===== config.mk =====
export PLATFORM = sky130hd
export DESIGN_NAME = riscv_hwloop_regs
export DESIGN_NICKNAME = d
export VERILOG_FILES = /design/src/rtl/riscv_hwloop_regs.sv
export SDC_FILE = /design/constraint.sdc
export NUM_CORES = 1
export LEC_CHECK = 0
export BUFFER_PORTS_ARGS = -buffer_cell sky130_fd_sc_hd__buf_2
export CAP_MARGIN = 10
export CORE_MARGIN = 8
export CORE_UTILIZATION = 47
export DETAILED_ROUTE_END_ITERATION = 12
export PLACE_DENSITY_LB_ADDON = 0.1
export SKIP_CTS_REPAIR_TIMING = 1
export SYNTH_ARGS = -nofsm -noshare
export SYNTH_HDL_FRONTEND = slang
export SYNTH_SLANG_ARGS = --single-unit

===== constraint.sdc =====
create_clock -name clk -period 2.7 [get_ports clk]
set_clock_uncertainty 0.2 [all_clocks]
set_input_delay 0.27 -clock clk [delete_from_list [all_inputs] [get_ports clk]]
set_output_delay 0.27 -clock clk [all_outputs]
set_load 0.02 [all_outputs]

===== src/rtl/riscv_hwloop_regs.sv =====
// Hardware-loop register file: per-loop start/end/counter storage written by the
// ID stage, counter decrements from the loop controller, and a registered CSR read port.
module riscv_hwloop_regs #(
    parameter int N_REGS     = 2,
    parameter int N_REG_BITS = 1
) (
    input  logic                   clk,
    input  logic                   rst_n,
    input  logic [31:0]            hwlp_start_data_i,
    input  logic [31:0]            hwlp_end_data_i,
    input  logic [31:0]            hwlp_cnt_data_i,
    input  logic [2:0]             hwlp_we_i,
    input  logic [N_REG_BITS-1:0]  hwlp_regid_i,
    input  logic                   valid_i,
    input  logic [N_REGS-1:0]      hwlp_dec_cnt_i,
    output logic [N_REGS*32-1:0]   hwlp_start_addr_o,
    output logic [N_REGS*32-1:0]   hwlp_end_addr_o,
    output logic [N_REGS*32-1:0]   hwlp_counter_o,
    output logic [N_REGS-1:0]      hwlp_active_o,
    input  logic                   csr_re_i,
    input  logic [N_REG_BITS+1:0]  csr_addr_i,
    output logic [31:0]            csr_rdata_o,
    output logic                   csr_rvalid_o
);

    logic [31:0] start_q [N_REGS];
    logic [31:0] end_q   [N_REGS];
    logic [31:0] cnt_q   [N_REGS];

    for (genvar k = 0; k < N_REGS; k++) begin : g_loop
        logic sel;
        assign sel = (hwlp_regid_i == N_REG_BITS'(k));

        always_ff @(posedge clk or negedge rst_n) begin
            if (!rst_n) begin
                start_q[k] <= '0;
                end_q[k]   <= '0;
                cnt_q[k]   <= '0;
            end else begin
                // PCs are halfword aligned, so bit0 is never stored
                if (sel && hwlp_we_i[0]) start_q[k] <= {hwlp_start_data_i[31:1], 1'b0};
                if (sel && hwlp_we_i[1]) end_q[k]   <= {hwlp_end_data_i[31:1], 1'b0};
                // A counter write wins over a same-cycle decrement of this loop
                if (sel && hwlp_we_i[2])
                    cnt_q[k] <= hwlp_cnt_data_i;
                else if (hwlp_dec_cnt_i[k] && valid_i && cnt_q[k] != '0)
                    cnt_q[k] <= cnt_q[k] - 32'd1;
            end
        end

        assign hwlp_start_addr_o[32*k +: 32] = start_q[k];
        assign hwlp_end_addr_o[32*k +: 32]   = end_q[k];
        assign hwlp_counter_o[32*k +: 32]    = cnt_q[k];
        assign hwlp_active_o[k]              = (cnt_q[k] != '0);
    end

    logic [N_REG_BITS-1:0] csr_idx;
    logic [1:0]            csr_field;
    logic [31:0]           rd_mux;

    assign csr_idx   = csr_addr_i[N_REG_BITS+1:2];
    assign csr_field = csr_addr_i[1:0];

    always_comb begin
        rd_mux = '0;
        if (int'(csr_idx) < N_REGS) begin
            case (csr_field)
                2'd0:    rd_mux = start_q[csr_idx];
                2'd1:    rd_mux = end_q[csr_idx];
                2'd2:    rd_mux = cnt_q[csr_idx];
                default: rd_mux = '0;
            endcase
        end
    end

    always_ff @(posedge clk or negedge rst_n) begin
        if (!rst_n) begin
            csr_rdata_o  <= '0;
            csr_rvalid_o <= 1'b0;
        end else begin
            csr_rvalid_o <= csr_re_i;
            if (csr_re_i) csr_rdata_o <= rd_mux;
        end
    end

endmodule


=== After elaboration in Yosys (flattened, before gate mapping) ===
Index checks and enable logic that the tools add are counted.

* Bits in registers: 221
* Input port bits: 109
* Output and inout bits: 227
* Logic and storage cells: 44

* Add/sub/neg operators: 2
* $lt $le $gt $ge: 1
* Equality and inequality tests: 2
* Muxes and demuxes: 14
* Bitwise logic cells: 2
* Reduce and logical (&&, ||, !) cells: 15

{| class="wikitable"
|+ Operator list
! operator !! number
|-
| two-way mux 32 bit || 13
|-
| case mux 32 bit (3 select lines) || 1
|-
| nonzero test 32 bit || 2
|-
| subtractor 32 x 1 -> 32 bit (second input constant) || 2
|-
| logical AND 1 bit || 10
|-
| nonzero test 2 bit || 2
|-
| equality test 2 x 1 -> 1 bit (second input constant) || 1
|-
| equality test 2 bit (second input constant) || 1
|-
| >= comparator 2 bit (second input constant) || 1
|-
| logical NOT 2 bit || 1
|-
| inverter 1 -> 2 bit || 1
|-
| inverter 1 bit || 1
|}

=== Logic depth before layout (Yosys ltp) ===
* Depth in word-level cells: 5
* Gate-level depth with buffers: 9

=== Least setup slack after synthesis ===
No wires, ideal clock.

* Path kind: reg2reg
* From: reg cnt_q (netlist bit hwlp_counter_o[25])
* To: reg cnt_q (netlist bit hwlp_counter_o[29])
* Arrival time: 2.438 ns
* Path slack: -0.064 ns
* Cell stages (with the launch flop): 7
* Path buffers: 1
* Clock period less this slack: 2.764 ns
* Cell sequence: dfrtp_1 > or4_1 > buf_2 > or4_4 > o31ai_4 > nor2_1 > a221o_1

* Longest elaborated chain between the ends: 3
* Elaborated cells on any way between the ends: 6
* Those cells by class: add/sub (1); mux (2); reduce/logical (3)

{| class="wikitable"
|+ Ends and longest elaborated chain
! item !! line !! text
|-
| start: declaration || 28 || <nowiki>logic [31:0] cnt_q [N_REGS];</nowiki>
|-
| start signal: indexed assignment || 45 || <nowiki>cnt_q[k] <= hwlp_cnt_data_i;</nowiki>
|-
| start signal: indexed assignment || 47 || <nowiki>cnt_q[k] <= cnt_q[k] - 32'd1;</nowiki>
|-
| subtractor 32 x 1 -> 32 bit or nonzero test 32 bit (tied branches) || 47, 46 ||
|-
| two-way mux 32 bit or logical AND 1 bit (tied branches) || 46 || <nowiki>else if (hwlp_dec_cnt_i[k] && valid_i && cnt_q[k] != '0)</nowiki>
|-
| two-way mux 32 bit or nonzero test 2 bit (tied branches) || n/a ||
|}

Parallel ways exist; a longest one is shown, timed or not. The select of a mux whose other input is x is not followed.
A chain may end at the register's enable or synchronous reset.

=== Worst setup path after layout ===
* From: reg cnt_q (netlist bit hwlp_counter_o[25])
* To: out hwlp_active_o[0]

* Longest elaborated chain between the ends: 1

{| class="wikitable"
|+ Ends and longest elaborated chain
! item !! line !! text
|-
| nonzero test 32 bit || 54 || <nowiki>assign hwlp_active_o[k] = (cnt_q[k] != '0);</nowiki>
|-
| end: declaration || 19 || <nowiki>output logic [N_REGS-1:0] hwlp_active_o,</nowiki>
|}

Every way passes these cells.

==> flow_metrics.tcl <==
set metrics [dict create \
    grt_pass1_vias 10200 \
    antennaDiodeCount 0 \
    vias 10800 \
    crit_top_cell "buf_6" \
    dieArea_mm2 0.0292 \
    track_usage_pct 26.4 \
    start_util_pct 47.9 \
    syn2layout_area_growth_pct 40.2 \
    cp_cell_sequence "or4_4 > buf_6 > or2_4 > nor4_4 > nand2_2 > buf_6" \
    p_leak_nw 7.07 \
    fin_area_mm2 0.0158 \
    startpoint "hwlp_counter_o[25]$_DFFE_PN0P_" \
    rsz0062_at_grt "yes" \
    die_w_um 171 \
    cp-start-kind "register" \
    endpoint_kind "output port" \
    grt_max_degree 66 \
    gp_congestion 0.901 \
    drtIter0Drc 798 \
    final-setup-viol-count 1 \
    power.switching_mw 3.55 \
    slew_violations 0 \
    fin_nets 1670 \
    worstPathBufferInverterCount 2 \
    violations "setup timing" \
    clockBufferDepth 3 \
    synth-seq-area-share_pct 49.0 \
    root_buffer "clkbuf_16" \
    path_max_fanout 4 \
    status "finished, violations left" \
    antenna_found_initial 1 \
    synth_area_mm2 0.0113 \
    synthDistinctLibCells 61 \
    wl_per_cell_um 22.0 \
    seqPwrFrac_pct 40.3 \
    synthCells 1078 \
    hold_class "in -> async" \
    vdd_drop_max_v 0.000473 \
    ant_nets 0 \
    cts_buffers 25 \
    placed_area_mm2 0.0138 \
    drc_errors 0 \
    cts_sinks 221 \
    via_per_inst 5.70 \
    finalHoldViolCount 0 \
    core_area_mm2 0.0235 \
    synth_ff_type "dfrtp_1" \
    p_sw_share_pct 33.7 \
    insertion_delay_ns 0.52 \
    overflow 0 \
    final_cell_mix "buf_2, dfrtp_1, mux2_2" \
    fin_crit_ns 2.89 \
    drv_cap 0 \
    synth-seq-cells 221 \
    ys_async_sr_fraction_pct 100 \
    cpLargestDelayFamily "simple AND/OR/NAND/NOR gates" \
    cts_tree "built" \
    fin_ws_ns -0.190 \
    yosysWarnings 0 \
    slowest_stage "or4_4" \
    grt_pass1_wl_um 60200 \
    r2r-start "hwlp_counter_o[25]$_DFFE_PN0P_" \
    cp.required_ns 2.23 \
    syn_area_per_cell_um2 10.5 \
    crit_arrival_ns 2.42 \
    power.share.clock_pct 31.0 \
    drt-pass1-iter-count 7 \
    clkTransAtPathRegs_ns 0.06 \
    drive_above_1_share_pct 40.0 \
    synth_edf_count 0 \
    slowest_delay_ns 0.56 \
    slew_headroom_pct 58.0 \
    die_h_um 171 \
    io_buffers 329 \
    p_per_area_mw_per_mm2 666 \
    fmax_mhz 346 \
    internal-power_mw 6.98 \
    power_frac_comb_pct 28.6 \
    wl_um 41500 \
    dp_hpwl_um 30000 \
    total_power_mw 10.5 \
    tightest_slew_ns 0.631 \
    min_period_over_period_pct 107 \
    rows 56 \
    pin_count 336 \
    final_common_cell "buf_2" \
    worstSetupPathType "reg -> out" \
    htree_levels 1 \
]
## power by group through the flow
stage | Sequential [mW] | Clock, mW | Combinational [mW]
final | 4.25 | 3.27 | 3.02
after global routing | 4.31 | 3.46 | 3.23
after CTS | 4.22 | 3.31 | 2.86
after detailed placement | 4.28 | 0 | 2.86
after global placement | 4.26 | 0 | 2.81
after floorplan | 4.83 | 0 | 0.972
## worst reg2reg max path, stage by stage, from the launching register on
cell and delay [ns]:
dfrtp_2 0.40, or4_4 0.56, buf_4 0.15, or4_4 0.46, o31ai_4 0.29, buf_4 0.17
nor3_1 0.04, a221o_1 0.27
## layout make-up
type / count / area, um^2
Multi-Input combinational cell: 745 / 5460
Clock buffer: 34 / 699
Inverter: 39 / 146
Tap cell: 319 / 399
Timing Repair Buffer: 527 / 3510
Fill cell: 1913 / 7730
Clock inverter: 2 / 60.1
Sequential cell: 221 / 5540
## kinds of logic after synthesis
group                      synth area share [%]
muxes                                      18.1
other                                    0.0333
xor gates and xnor gates                  0.777
DFF                                        49.0
and+or+nand+nor                            13.0
buffers and inverters                      4.22
AOI/OAI and AO/OA                          14.6
adders and majority gates                 0.222
## sequential cells by signal, summed over array words and instances, names as in the netlist
name               flops
hwlp_start_addr_o     62
csr_rvalid_o           1
hwlp_end_addr_o       62
hwlp_counter_o        64
csr_rdata_o           32
## layer usage
metal  part of all wire (%)  vias up  track usage (%)
li1                       -     4942                -
met1                     42     5253             35.8
met2                     47      490             42.5
met3                    8.8       76             6.27
met4                    2.3        2             5.86
met5                  0.031        -                0
## Yosys cell counts, types with 10 or more instances
| cell type | instances | area share [%] |
|---|---|---|
| dfrtp_1 | 221 | 49 |
| or3_1 | 28 | 1.6 |
| inv_1 | 39 | 1.3 |
| mux2_2 | 124 | 12 |
| nor4_1 | 17 | 0.94 |
| o31ai_1 | 22 | 1.5 |
| xnor2_1 | 10 | 0.78 |
| or4_1 | 23 | 1.5 |
| nor2_1 | 52 | 1.7 |
| o211ai_1 | 36 | 2.4 |
| nand2_1 | 105 | 3.5 |
| mux2i_1 | 64 | 5.7 |
| nor3_1 | 12 | 0.53 |
| o22ai_1 | 32 | 1.8 |
| o21ai_0 | 79 | 3.5 |
| clkbuf_1 | 61 | 2.0 |
| a31oi_1 | 38 | 2.1 |
## final timing paths
kind | to | slack (ns) | cells past startpoint
setup / recovery | hwlp_active_o[0] | -0.19 | 6
hold / removal | hwlp_counter_o[40]$_DFFE_PN0P_ | 0.11 | 2
setup reg to reg | hwlp_counter_o[15]$_DFFE_PN0P_ | 0.06 | 7
hold reg to reg | hwlp_start_addr_o[23]$_DFFE_PN0P_ | 0.32 | 1
max in group asynchronous | hwlp_start_addr_o[18]$_DFFE_PN0P_ | 1.42 | 3
min in group clk | hwlp_counter_o[16]$_DFFE_PN0P_ | 0.11 | 4
## through the flow
| step | util (%) | setup TNS, ns | instances | worst slack, ns | hold WS, ns |
|---|---|---|---|---|---|
| 3_5_place_dp | 58.5 | 0 | 1736 | 0.0691 | 0.0680 |
| 3_3_place_gp | 58.5 | 0 | 1736 | 0.0856 | 0.0630 |
| 5_1_grt | 67.2 | -0.299 | 1887 | -0.273 | 0.110 |
| 6_report | 67.2 | -0.190 | 1887 | -0.190 | 0.105 |
| 4_1_cts | 61.8 | -0.732 | 1772 | -0.488 | -0.478 |
| 2_1_floorplan | - | -0.00969 | 1081 | -0.00969 | -0.226 |
Power figures use the tool's default switching activity.
